**config.mk**
```make
export PLATFORM = sky130hd
export DESIGN_NAME = axi_lite_reg_slave
export DESIGN_NICKNAME = d
export VERILOG_FILES = /design/src/rtl/axi_lite_reg_slave.sv
export SDC_FILE = /design/constraint.sdc
export NUM_CORES = 1
export LEC_CHECK = 0
export CAP_MARGIN = 30
export CELL_PAD_IN_SITES_DETAIL_PLACEMENT = 1
export CELL_PAD_IN_SITES_GLOBAL_PLACEMENT = 1
export CORE_MARGIN = 5
export CORE_UTILIZATION = 38
export CTS_CLUSTER_DIAMETER = 100
export DETAILED_ROUTE_END_ITERATION = 12
export HOLD_SLACK_MARGIN = 0.06
export PLACE_DENSITY = 0.88
export SLEW_MARGIN = 15
export SYNTH_ARGS = -nofsm -noshare
export SYNTH_HDL_FRONTEND = slang
export SYNTH_SLANG_ARGS = --single-unit
```
**constraint.sdc**
```tcl
create_clock -name aclk -period 2.6 [get_ports aclk]
set_clock_uncertainty 0.1 [all_clocks]
set_input_delay 0.39 -clock aclk [delete_from_list [all_inputs] [get_ports aclk]]
set_output_delay 0.39 -clock aclk [all_outputs]
set_load 0.01 [all_outputs]
```
**src/rtl/axi_lite_reg_slave.sv**
```systemverilog
// AXI4-Lite register bank: NUM_REGS x 32-bit R/W registers with per-register
// write pulses. Write and read channels run independent two-state FSMs.
module axi_lite_reg_slave #(
    parameter int ADDR_W   = 64,
    parameter int NUM_REGS = 16
) (
    input  logic                     aclk,
    input  logic                     reset,
    input  logic [ADDR_W-1:0]        s_axi_awaddr,
    input  logic                     s_axi_awvalid,
    output logic                     s_axi_awready,
    input  logic [31:0]              s_axi_wdata,
    input  logic [3:0]               s_axi_wstrb,
    input  logic                     s_axi_wvalid,
    output logic                     s_axi_wready,
    output logic [1:0]               s_axi_bresp,
    output logic                     s_axi_bvalid,
    input  logic                     s_axi_bready,
    input  logic [ADDR_W-1:0]        s_axi_araddr,
    input  logic                     s_axi_arvalid,
    output logic                     s_axi_arready,
    output logic [31:0]              s_axi_rdata,
    output logic [1:0]               s_axi_rresp,
    output logic                     s_axi_rvalid,
    input  logic                     s_axi_rready,
    output logic [32*NUM_REGS-1:0]   reg_q,
    output logic [NUM_REGS-1:0]      reg_wr_pulse
);
    localparam int IDX_W = $clog2(NUM_REGS);

    typedef enum logic {W_IDLE, W_RESP} w_state_t;
    typedef enum logic {R_IDLE, R_DATA} r_state_t;

    w_state_t w_state, w_next;
    r_state_t r_state, r_next;

    logic [NUM_REGS-1:0][31:0] regs;

    logic              aw_held, w_held;
    logic [ADDR_W-1:0] aw_addr_q;
    logic [31:0]       w_data_q;
    logic [3:0]        w_strb_q;

    logic              aw_hs, w_hs, ar_hs, commit;
    logic [ADDR_W-1:0] commit_addr;
    logic [31:0]       commit_data;
    logic [3:0]        commit_strb;
    logic              w_in_range, r_in_range;
    logic [IDX_W-1:0]  widx, ridx;
    logic              unused_bits;

    assign aw_hs = s_axi_awvalid & s_axi_awready;
    assign w_hs  = s_axi_wvalid & s_axi_wready;
    assign ar_hs = s_axi_arvalid & s_axi_arready;

    // A held beat takes priority over the live bus for the commit operands
    assign commit_addr = aw_held ? aw_addr_q : s_axi_awaddr;
    assign commit_data = w_held ? w_data_q : s_axi_wdata;
    assign commit_strb = w_held ? w_strb_q : s_axi_wstrb;
    assign commit      = (w_state == W_IDLE) & (aw_held | aw_hs) & (w_held | w_hs);

    assign w_in_range = commit_addr[ADDR_W-1:2] < (ADDR_W-2)'(NUM_REGS);
    assign r_in_range = s_axi_araddr[ADDR_W-1:2] < (ADDR_W-2)'(NUM_REGS);
    assign widx       = commit_addr[2 +: IDX_W];
    assign ridx       = s_axi_araddr[2 +: IDX_W];
    assign unused_bits = ^{commit_addr[1:0], s_axi_araddr[1:0]};

    assign reg_q = regs;

    // Write FSM state register
    always_ff @(posedge aclk) begin
        if (reset) w_state <= W_IDLE;
        else       w_state <= w_next;
    end

    // Write FSM next state: commit moves to response, B handshake returns
    always_comb begin
        w_next = w_state;
        case (w_state)
            W_IDLE: if (commit) w_next = W_RESP;
            W_RESP: if (s_axi_bready) w_next = W_IDLE;
            default: w_next = W_IDLE;
        endcase
    end

    // Write FSM outputs: readies only for channels not yet latched
    always_comb begin
        s_axi_awready = 1'b0;
        s_axi_wready  = 1'b0;
        s_axi_bvalid  = 1'b0;
        case (w_state)
            W_IDLE: begin
                s_axi_awready = ~aw_held & ~reset;
                s_axi_wready  = ~w_held & ~reset;
            end
            W_RESP: s_axi_bvalid = 1'b1;
            default: ;
        endcase
    end

    // AW/W holding latches; cleared on commit
    always_ff @(posedge aclk) begin
        if (reset || commit) begin
            aw_held   <= 1'b0;
            w_held    <= 1'b0;
            aw_addr_q <= '0;
            w_data_q  <= '0;
            w_strb_q  <= '0;
        end else begin
            if (aw_hs) begin
                aw_held   <= 1'b1;
                aw_addr_q <= s_axi_awaddr;
            end
            if (w_hs) begin
                w_held   <= 1'b1;
                w_data_q <= s_axi_wdata;
                w_strb_q <= s_axi_wstrb;
            end
        end
    end

    // Register bank byte-lane update, write pulse and write response code
    always_ff @(posedge aclk) begin
        if (reset) begin
            regs         <= '0;
            reg_wr_pulse <= '0;
            s_axi_bresp  <= 2'b00;
        end else begin
            reg_wr_pulse <= '0;
            if (commit) begin
                if (w_in_range) begin
                    for (int b = 0; b < 4; b++)
                        if (commit_strb[b]) regs[widx][8*b +: 8] <= commit_data[8*b +: 8];
                    reg_wr_pulse <= NUM_REGS'(1) << widx;
                    s_axi_bresp  <= 2'b00;
                end else begin
                    s_axi_bresp  <= 2'b10;
                end
            end
        end
    end

    // Read FSM state register
    always_ff @(posedge aclk) begin
        if (reset) r_state <= R_IDLE;
        else       r_state <= r_next;
    end

    // Read FSM next state
    always_comb begin
        r_next = r_state;
        case (r_state)
            R_IDLE: if (ar_hs) r_next = R_DATA;
            R_DATA: if (s_axi_rready) r_next = R_IDLE;
            default: r_next = R_IDLE;
        endcase
    end

    // Read FSM outputs
    always_comb begin
        s_axi_arready = 1'b0;
        s_axi_rvalid  = 1'b0;
        case (r_state)
            R_IDLE: s_axi_arready = ~reset;
            R_DATA: s_axi_rvalid  = 1'b1;
            default: ;
        endcase
    end

    // Read data capture: pre-edge register value, so a same-edge write is not seen
    always_ff @(posedge aclk) begin
        if (reset) begin
            s_axi_rdata <= '0;
            s_axi_rresp <= 2'b00;
        end else if (ar_hs) begin
            s_axi_rdata <= r_in_range ? regs[ridx] : 32'h0;
            s_axi_rresp <= r_in_range ? 2'b00 : 2'b10;
        end
    end
endmodule
```
Word level (Yosys, flattened, before mapping)
Index checks and enable logic that the tools add are counted.
Storage, ports and cells
  flip-flop bits (word level): 668
  bits in latches: 0
  memory bits (writable): 0
  memory bits (read-only): 0
  input port bits: 171
  output and inout port bits: 569
  logic and storage cells: 97
  memories kept: 0
Cells by class
  $add $sub $neg: 0
  multipliers: 0
  divide/modulo/power cells: 0
  order comparisons: 5
  equality and inequality tests: 0
  shift-type cells: 1
  muxes and demuxes: 44
  bitwise operators: 16
  reduce and logical (&&, ||, !) cells: 4
Operators with widths (number)
  512-bit two-way mux: 13
  512-bit bitwise mux: 4
  32-bit demux with 4-bit select: 4
  32-bit binary-select mux with 4-bit select: 1
  32-bit two-way mux: 4
  62-bit by 5-bit less-than comparator with 1-bit output, second input constant: 2
  64-bit two-way mux: 1
  24-bit two-way mux: 1
  16-bit two-way mux: 1
  1-bit by 4-bit << shifter with 16-bit output, first input constant: 1
  4-bit by 5-bit less-than comparator with 1-bit output, second input constant: 2
  1-bit two-way mux: 9
  8-bit two-way mux: 1
  1-bit AND: 7
  1-bit inverter: 7
  4-bit by 1-bit >= comparator with 1-bit output, second input constant: 1
  2-bit two-way mux: 2
  4-bit two-way mux: 1
  1-bit case mux with 2 select lines: 2
  3-bit OR reduction: 1
  1-bit OR: 2
  2-bit AND reduction: 1
  1-bit logical AND: 1
  1-bit logical OR: 1

Longest topological paths before layout
Gate-level depths: netlist of run 1.
  depth after elaboration: 22
  gate-level depth with buffers: 8
  gate-level depth less buffers: 5

Worst setup path before layout of run 1
Ideal clock, no wire load.
  path kind: in2reg
  start point: input s_axi_awaddr[9]
  end point: register regs, in the netlist reg_q[128]
  setup time: 0.133 ns
  data arrival time: 2.159 ns
  required time: 2.367 ns
  slack: 0.208 ns
  cell stages on the path: 6
  buffers on the path: 1
  cell sequence: nor4_2 -> nand3_4 -> a211oi_4 -> buf_12 -> o2111ai_4 -> mux2i_1
Between the ends
  longest elaborated chain between the ends: 3
RTL lines
  start: declaration: RTL line 9  | input logic [ADDR_W-1:0] s_axi_awaddr,
  64-bit two-way mux: RTL line 57  | assign commit_addr = aw_held ? aw_addr_q : s_axi_awaddr;
  62-bit by 5-bit less-than comparator with 1-bit output: RTL line 62  | assign w_in_range = commit_addr[ADDR_W-1:2] < (ADDR_W-2)'(NUM_REGS);
  2-bit AND reduction (no source line)
  end signal: indexed assignment: RTL line 133  | if (commit_strb[b]) regs[widx][8*b +: 8] <= commit_data[8*b +: 8];
  end: declaration: RTL line 37  | logic [NUM_REGS-1:0][31:0] regs;
No other way between the ends.
A chain may end at the register's enable or synchronous reset.

Final worst setup path of run 1
  start point: register aw_addr_q[51]
  end point: register regs, in the netlist reg_q[70]
Between the ends
  longest elaborated chain between the ends: 3
RTL lines
  start: declaration: RTL line 40  | logic [ADDR_W-1:0] aw_addr_q;
  start signal: assignment: RTL line 112  | aw_addr_q <= s_axi_awaddr;
  64-bit two-way mux: RTL line 57
  62-bit by 5-bit less-than comparator with 1-bit output: RTL line 62
  2-bit AND reduction (no source line)
No other way between the ends.

==> results.toml, run 1 <==
[run_status]
outcome = "finished, violations left"
violations = "setup timing"

[timing]
post-route-min-period_ps = 2620
rsz0062_at_grt = "true"
fmax_mhz = 381
worst_slew_pin_slew_ps = 796
slew_violations = 0
hold_violations = 0
whs_ps = 189
slew-limit-headroom_pct = 46.7
period_share_pct = 101
final.setup.worst_slack_ps = -22.7
setup_violations = 8

[routing]
route.detailed.drc = 0
vias_per_cell = 5.74
drtPass1Iterations = 5
wl_per_cell_um = 30.1
via_count = 27189
first_iter_violations = 1855
routed_wl_um = 143000
ant_nets = 0

[synth]
ys_seq_area_share_pct = 44.7
synth-main-ff-cell = "dfxtp_1"
synthCells = 2730
synth_cell_types = 47
synth-edff-count = 0
syn_area_mm2 = 0.0297
async_reset_ff_share_pct = 0
synth_area_leaders = "dfxtp_1 (45%), mux2i_1 (17%), mux4_2 (12%)"
yosys_warnings = 0
syn_area_per_cell_um2 = 10.9
synth_top_cell_area_share_pct = 44.7
yosys_register_bits = 664
netlist.top_cell.by_area = "dfxtp_1"

[cells_and_area]
syn_to_final_growth_pct = 47.2
drive_above_1_share_pct = 19.4
final_area_mm2 = 0.0438
layout_common_cells = "nand2_1 (774), clkdlybuf4s50_1 (728), dfxtp_1 (663)"
stdcell_count = 4733
final_nets = 3784
layout_commonest_cell = "nand2_1"

[critical_path]
required_ps = 3000
cpMostUsedCell = "buf_12"
crit_family = "simple AND/OR/NAND/NOR gates"
startpoint = "aw_addr_q[51]"
r2r_slack_ps = -20
path_buf_inv = 4
cp-start-kind = "flip-flop"
arrival_ps = 3020
slowest_stage = "nand4_1"
critPathCapture = "reg_q[70]"
worst-path-max-fanout = 8
r2r_start = "aw_addr_q[51]"
path_cells = "nor4_2 -> nand4_1 -> nor3_4 -> buf_12 -> clkbuf_16 -> buf_4 -> o2111ai_4 -> buf_12 -> mux2i_1"
cp_num_cells = 9
reg2reg_depth = 9
cpPeakStageDelay_ps = 380
r2r-end = "reg_q[70]"
end_kind = "flip-flop"
path_class = "flip-flop to flip-flop"

[placement]
dp_cells = 4556
gp_congestion = 0.918
post-dp-hpwl_um = 100000
port_buffers = 733
pre_cts_ws_ps = -547
dpl_cell_area_mm2 = 0.0408

[floorplanning]
core_mm2 = 0.0776
die_w_um = 290
start_util_pct = 38.3
rows = 102
ios = 740
die_area_mm2 = 0.0840
die_h_um = 290

[power]
leakage_nw = 18.1
powerDensity_mw_per_mm2 = 530
peakVddDrop_mv = 0.495

[clock_tree]
cts_sinks = 664
h-tree-depth = 3
clkTransAtPathRegs_ps = 60
cts_root_buffer = "clkbuf_16"
numCtsBuffers = 74
clk_latency_ps = 620
clockBufferDepth = 3
cts_tree = "built"

[grt]
grt_pass1_vias = 29480
grt_max_degree = 78
gr-total-overflow = 0
grt_antenna_before_repair = 27
grt_pass1_wl_um = 202000
grtUsageTotal_pct = 32.3

[run]
drv_cap = 0

[min_path]
hp-class = "input pin to flip-flop"
==> report_power, final <==
| part | total [W] | switching [W] | leakage [nW] | internal, W |
|---|---|---|---|---|
| registers | 0.0103 | 0.0000688 | 5.36 | 0.0103 |
| logic | 0.00197 | 0.00116 | 11.5 | 0.000808 |
| clock network | 0.0109 | 0.00456 | 1.21 | 0.00634 |
==> final cells by class <==
cell class | count | area [um^2]
inverters | 6 | 30.0
flip-flops and latches | 664 | 13300
well taps | 1040 | 1300
clock buffers | 103 | 2080
diodes | 24 | 60.1
repair buffers | 1013 | 10900
clock inverters | 29 | 377
multi-input cells | 1854 | 15700
fillers | 8000 | 33800
==> Yosys cell counts (4+ instances only) <==
cell type  instances
nand2_1          776
dfxtp_1          664
mux2i_1          516
mux4_2           160
clkbuf_1         156
a21oi_1          132
o2111ai_4         60
nand2b_1          33
mux2_2            32
nor4_1            31
buf_2             28
nor3_1            27
nor2_1            17
buf_4             14
nor2_2            10
a31oi_1            8
nand4_1            7
inv_1              5
a211oi_4           4
buf_1              4
buf_12             4
nor3b_1            4
o2111a_1           4
==> routing by layer <==
metal	wire (um)	track usage [%]	vias to the layer above	share of wire (%)
li1	-	-	11491	-
met1	49700	34.5	13775	35
met2	71600	56.0	1399	50
met3	10800	8.38	520	7.6
met4	10500	21.9	4	7.3
met5	26	0	-	0.018
==> sequential cells by signal, indices dropped and copies added (netlist names) <==
name / cells
w_strb_q: 4
reg_wr_pulse: 16
w_data_q: 32
s_axi_rresp: 1
w_state: 1
w_held: 1
r_state: 1
reg_q: 512
s_axi_rdata: 32
aw_held: 1
s_axi_bresp: 1
aw_addr_q: 62
==> how the worst min path moves through the flow <==
stage | startpoint | to | cells after the start
after global routing | reset | r_state | 3
after CTS | reset | r_state | 3
after global placement | w_data_q[10] | w_data_q[10] | 2
after floorplan | aw_addr_q[38] | aw_addr_q[38] | 2
final | reset | r_state | 3
after detailed placement | w_data_q[1] | w_data_q[1] | 2
==> what timing repair did <==
action / 4_1_cts / 5_1_grt
resized for setup: 15 / 22
setup endpoints to repair: 372 / 237
pin swaps: 4 / 8
gates cloned: 1 / 1
hold buffers: 0 / 0
setup buffers: 2 / 17
==> worst reg2reg max path: cells and delay by family (launching register included) <==
family          cells  cell delay, ps
mux                 1             210
compound gates      1             150
simple gates        3            1020
flops               1             320
buf+inv             4             720
==> cell families (layout without fill, tap and decap cells) <==
kind of cell / after synthesis / in the layout / share of synthesized area (%)
buf+inv: 213 / 1151 / 3.21
compound gates: 214 / 214 / 8.29
flops: 664 / 664 / 44.7
mux: 708 / 708 / 30.7
other cells: 1 / 26 / 0.0126
simple gates: 930 / 930 / 13.1
==> metrics by stage <==
| step | power (W) | utilization, % | setup TNS (ps) |
|---|---|---|---|
| floorplan | 0.0114 | - | 0 |
| global placement | 0.0124 | 52.6 | -167710 |
| detailed placement | 0.0124 | 52.6 | -192000 |
| CTS | 0.0233 | 56.0 | 0 |
| global route | 0.0238 | 56.4 | -2420 |
| finish | 0.0232 | 56.4 | -103 |
Power figures use the tool's default switching activity.
==> run 2: changes to the inputs <==
--- a/config.mk
+++ b/config.mk
@@ -12,8 +12,9 @@
 export CORE_UTILIZATION = 38
 export CTS_CLUSTER_DIAMETER = 100
 export DETAILED_ROUTE_END_ITERATION = 12
+export GPL_TIMING_DRIVEN = 0
 export HOLD_SLACK_MARGIN = 0.06
-export PLACE_DENSITY = 0.88
+export PLACE_DENSITY_LB_ADDON = 0.05
 export SLEW_MARGIN = 15
 export SYNTH_ARGS = -nofsm -noshare
 export SYNTH_HDL_FRONTEND = slang
==> run 2 against run 1 <==
Against the previous run: the flow still finishes with violations (setup timing); clock power shrank 4%; sequential power hardly changed; via count down 2.6%; count of clock-buffer cells in the layout rose by 9; power is 1.8% lower; critical path depth shrank 2; fmax grew 0.15%; die area stayed put; global-route usage is 0.85 points higher; worst hold slack better by 55 ps; flip-flop and latch count did not move; core utilization down 1.2 points.
==> results.toml, run 2 (same netlist as run 1, synthesis figures left out) <==
[cells_and_area]
layout_common_cells = "nand2_1 (775), clkdlybuf4s50_1 (727), dfxtp_1 (664)"
final_util_pct = 55.2
syn_to_final_growth_pct = 44.1
fill_cells = 8292
layout_commonest_cell = "nand2_1"
largest_reg_flops = 512
final_nets = 3797
drive_above_1_share_pct = 17.0

[grt]
grtUsageTotal_pct = 33.1
busiest_layer = "met2"
grt_antenna_before_repair = 20
grt_max_degree = 14
grt_use_met2_pct = 57.3
grt_pass1_wl_um = 202000
grt_pass1_vias = 28082
use_met3_pct = 7.64
met1_usage_pct = 39.3
gr-total-overflow = 0

[critical_path]
startpoint = "aw_held"
r2r_start = "aw_held"
arrival_ps = 3030
required_ps = 3010
reg2reg_depth = 7
end_kind = "flip-flop"
worst-path-max-fanout = 10
path_class = "flip-flop to flip-flop"
r2r_slack_ps = -20
cp-start-kind = "flip-flop"
r2r-end = "reg_q[273]"
critPathCapture = "reg_q[273]"

[routing]
routed_wl_um = 146000
first_iter_violations = 1591
drtPass1Iterations = 5
route.detailed.drc = 0
via_count = 26484
vias_per_cell = 5.60
wl_per_cell_um = 30.8
ant_nets = 0

[placement]
post-dp-hpwl_um = 112000
gp_congestion = 0.899
port_buffers = 730

[floorplanning]
ios = 740
start_util_pct = 38.3
core_mm2 = 0.0776
die_h_um = 290
rows = 102
die_area_mm2 = 0.0840
die_w_um = 290

[timing]
final.setup.worst_slack_ps = -18.9
fmax_mhz = 382
setup_violations = 10
period_share_pct = 101
final.setup.tns_ps = -128
rsz0062_at_grt = "true"
slew_violations = 0
hold_violations = 0
slew-limit-headroom_pct = 26.6
worst_slew_pin_slew_ps = 1100
post-route-min-period_ps = 2620

[power]
intPower_w = 0.0170
p_total_w = 0.0228
swShare_pct = 25.4
leakage_nw = 17.6
seq_power_share_pct = 45.3
combPwrFrac_pct = 8.5
peakVddDrop_mv = 0.478
power.switching_w = 0.00579
clockPowerShare_pct = 46.2
powerDensity_mw_per_mm2 = 532

[clock_tree]
postCtsHoldBufs = 0
clkTransAtPathRegs_ps = 60
cts_tree = "built"
cts_root_buffer = "clkbuf_16"
cts_sinks = 664
clk_latency_ps = 620
numCtsBuffers = 75
h-tree-depth = 3
clockBufferDepth = 3

[run_status]
outcome = "finished, violations left"
violations = "setup timing"

[min_path]
hp-class = "input pin to flip-flop"

[run]
drv_cap = 0
## run 2: area by class of cell
cell class | instances | area [um^2] | share of cell area, %
multi-input cells | 1854 | 15700 | 36.6
clock buffers | 112 | 2210 | 5.15
well taps | 1040 | 1300 | 3.04
diodes | 13 | 32.5 | 0.0759
clock inverters | 17 | 179 | 0.417
plain buffers | 207 | 1280 | 2.99
inverters | 6 | 22.5 | 0.0526
repair buffers | 818 | 8840 | 20.6
flip-flops and latches | 664 | 13300 | 31.0
## run 2: worst min path at each step
stage / startpoint / endpoint / slack (ps) / depth (start not counted)
after global placement: w_data_q[15] / w_data_q[15] / 340 / 2
after detailed placement: w_data_q[4] / w_data_q[4] / 350 / 2
after global routing: s_axi_rready / r_state / 250 / 2
after CTS: s_axi_wdata[21] / w_data_q[21] / 220 / 3
final: s_axi_wdata[21] / w_data_q[21] / 240 / 3
after floorplan: aw_addr_q[38] / aw_addr_q[38] / 330 / 2
## run 2: timing repair
action	in CTS	in global routing
resized for setup	121	108
endpoints found under the setup margin	665	534
setup buffers	63	8
pin swaps	53	11
cloned	0	3
## run 2: layer usage
layer / share of wire, % / vias up
met2: 49 / 1104
met3: 7.4 / 313
met1: 38 / 13547
met4: 5.2 / 16
li1: - / 11504
met5: 0.071 / -
## run 2: power groups by stage
stage / Sequential, W / Clock (W) / Combinational, W
CTS: 0.0103 / 0.0106 / 0.00187
finish: 0.0103 / 0.0105 / 0.00195
global route: 0.0103 / 0.0110 / 0.00204
detailed placement: 0.0105 / 0 / 0.00182
floorplan: 0.0105 / 0 / 0.000917
global placement: 0.0105 / 0 / 0.00175
## run 2: critical path, cell delays in order (launching register included)
cell,delay [ps]
dfxtp_1,300
buf_4,190
buf_2,320
a31oi_2,330
nor2_2,610
o2111ai_4,270
buf_12,220
mux2i_1,130
## run 2: metrics by stage
step           worst slack, ps  cells  instance area, um^2  hold WS, ps
6_report                 -18.9   4731                42900          245
3_5_place_dp             -1530   4513                38500          347
5_1_grt                  -64.1   4725                42800          252
4_1_cts                  -2.97   4705                42300          217
2_1_floorplan              208   2731                29800          331
3_3_place_gp             -2110   4501                38400          338
==> run 3: changes to the inputs <==
--- a/config.mk
+++ b/config.mk
@@ -15,7 +15,6 @@
 export GPL_TIMING_DRIVEN = 0
 export HOLD_SLACK_MARGIN = 0.06
 export PLACE_DENSITY_LB_ADDON = 0.05
-export SLEW_MARGIN = 15
 export SYNTH_ARGS = -nofsm -noshare
 export SYNTH_HDL_FRONTEND = slang
 export SYNTH_SLANG_ARGS = --single-unit
==> run 3 against run 2 <==
Against the previous run: the flow still finishes with violations (setup timing); fmax is 0.98% lower; core utilization is 0.19 points higher; register-to-register slack worse by 30 ps; worst setup slack worse by 26 ps; cell count hardly changed; wire length is 0.49% lower; critical endpoint is now reg_q[268]; clock power is 7% higher; global-route usage is 0.076 points higher; critical path depth is 4 higher; worst hold slack worse by 3.0 ps; count of clock-buffer cells in the layout is 6 lower; first-iteration DRC count is 0.19% higher.
==> results.toml, run 3 (same netlist as run 1, synthesis figures left out) <==
[run_status]
outcome = "finished, violations left"
violations = "setup timing"

[critical_path]
end_kind = "flip-flop"
arrival_ps = 3020
r2r-end = "reg_q[268]"
path_class = "flip-flop to flip-flop"
startpoint = "aw_held"
required_ps = 2980
cp-start-kind = "flip-flop"
r2r_start = "aw_held"
worst-path-max-fanout = 8
critPathCapture = "reg_q[268]"
reg2reg_depth = 11
r2r_slack_ps = -40

[clock_tree]
cts_tree = "built"
postCtsHoldBufs = 0
cts_sinks = 664
clk_latency_ps = 630
clkTransAtPathRegs_ps = 60
h-tree-depth = 3
clockBufferDepth = 3
cts_root_buffer = "clkbuf_16"
numCtsBuffers = 75

[timing]
period_share_pct = 102
final.setup.tns_ps = -257
slew-limit-headroom_pct = 29.0
final.setup.worst_slack_ps = -44.7
setup_violations = 14
post-route-min-period_ps = 2640
hold_violations = 0
slew_violations = 0
worst_slew_pin_slew_ps = 1060
fmax_mhz = 378

[cells_and_area]
drive_above_1_share_pct = 17.3
syn_to_final_growth_pct = 44.6
largest_reg_flops = 512
fill_cells = 8208
final_util_pct = 55.4
final_nets = 3798
layout_commonest_cell = "nand2_1"
layout_common_cells = "nand2_1 (775), clkdlybuf4s50_1 (727), dfxtp_1 (663)"

[floorplanning]
start_util_pct = 38.3
die_w_um = 290
core_mm2 = 0.0776
rows = 102
die_h_um = 290
die_area_mm2 = 0.0840
ios = 740

[min_path]
hp-class = "input pin to flip-flop"

[grt]
gr-total-overflow = 0
grt_pass1_vias = 28206
grt_max_degree = 14
grt_antenna_before_repair = 16
grt_pass1_wl_um = 203000
grtUsageTotal_pct = 33.2

[run]
drv_cap = 0

[power]
intPower_w = 0.0176
clockPowerShare_pct = 47.7
powerDensity_mw_per_mm2 = 546
power.switching_w = 0.00587
combPwrFrac_pct = 8.3
seq_power_share_pct = 43.9
peakVddDrop_mv = 0.479
p_total_w = 0.0235
leakage_nw = 17.8
swShare_pct = 25.0

[routing]
vias_per_cell = 5.60
via_count = 26483
drtPass1Iterations = 5
route.detailed.drc = 0
wl_per_cell_um = 30.7
routed_wl_um = 145000
ant_nets = 0
first_iter_violations = 1594

[placement]
gp_congestion = 0.899
post-dp-hpwl_um = 112000
port_buffers = 730
## run 3: timing repair
| action | in CTS | in global routing |
|---|---|---|
| pin swaps | 56 | 9 |
| setup buffers | 63 | 8 |
| endpoints found under the hold margin | 0 | 0 |
| cloned | 0 | 5 |
| resized for setup | 130 | 84 |
| setup endpoints to repair | 665 | 551 |
## run 3: metrics by stage
stage / setup WS [ps] / cell area (um^2) / instances / hold slack [ps]
after CTS: -32.3 / 42500 / 4710 / 207
final: -44.7 / 43000 / 4732 / 242
after global placement: -2110 / 38400 / 4501 / 338
after floorplan: 208 / 29800 / 2731 / 331
after global routing: -57.3 / 43000 / 4727 / 249
after detailed placement: -1700 / 38500 / 4513 / 348
## run 3: worst min-delay path by stage
| stage | from | endpoint | slack [ps] | cells after the start |
|---|---|---|---|---|
| 6_report | s_axi_wdata[7] | w_data_q[7] | 240 | 3 |
| 5_1_grt | s_axi_wdata[7] | w_data_q[7] | 250 | 3 |
| 4_1_cts | s_axi_wdata[7] | w_data_q[7] | 210 | 3 |
| 3_5_place_dp | w_data_q[4] | w_data_q[4] | 350 | 2 |
| 3_3_place_gp | w_data_q[15] | w_data_q[15] | 340 | 2 |
| 2_1_floorplan | aw_addr_q[38] | aw_addr_q[38] | 330 | 2 |
## run 3: layout make-up
cell class,count,area [um^2],share of cell area (%)
Multi-Input combinational cell,1854,15700,36.5
Clock buffer,106,2220,5.16
Inverter,6,22.5,0.0524
Antenna cell,8,20.0,0.0465
Sequential cell,664,13300,30.9
Timing Repair Buffer,819,8800,20.5
Clock inverter,28,363,0.844
Buffer,207,1310,3.04
Tap cell,1040,1300,3.03
## run 3: critical path, stage by stage (launching register included)
cell and delay, ps:
dfxtp_2 320, buf_6 130, nor4b_4 220, nand4_1 320, nor3_4 290, buf_12 160
buf_12 100, buf_6 150, buf_16 160, o2111ai_4 180, buf_12 230, mux2i_1 120
## run 3: layer usage
layer | vias to the layer above | track usage (%) | share of wire [%]
met3 | 296 | 7.61 | 7.3
li1 | 11519 | - | -
met5 | - | 0 | 0.076
met4 | 16 | 15.4 | 5.0
met1 | 13619 | 39.4 | 38
met2 | 1033 | 57.2 | 49
## run 3: power by group through the flow
stage	sequential (W)	clock, W	combinational [W]
2_1_floorplan	0.0105	0	0.000917
4_1_cts	0.0103	0.0113	0.00188
3_3_place_gp	0.0105	0	0.00175
5_1_grt	0.0103	0.0117	0.00206
3_5_place_dp	0.0105	0	0.00182
6_report	0.0103	0.0112	0.00196
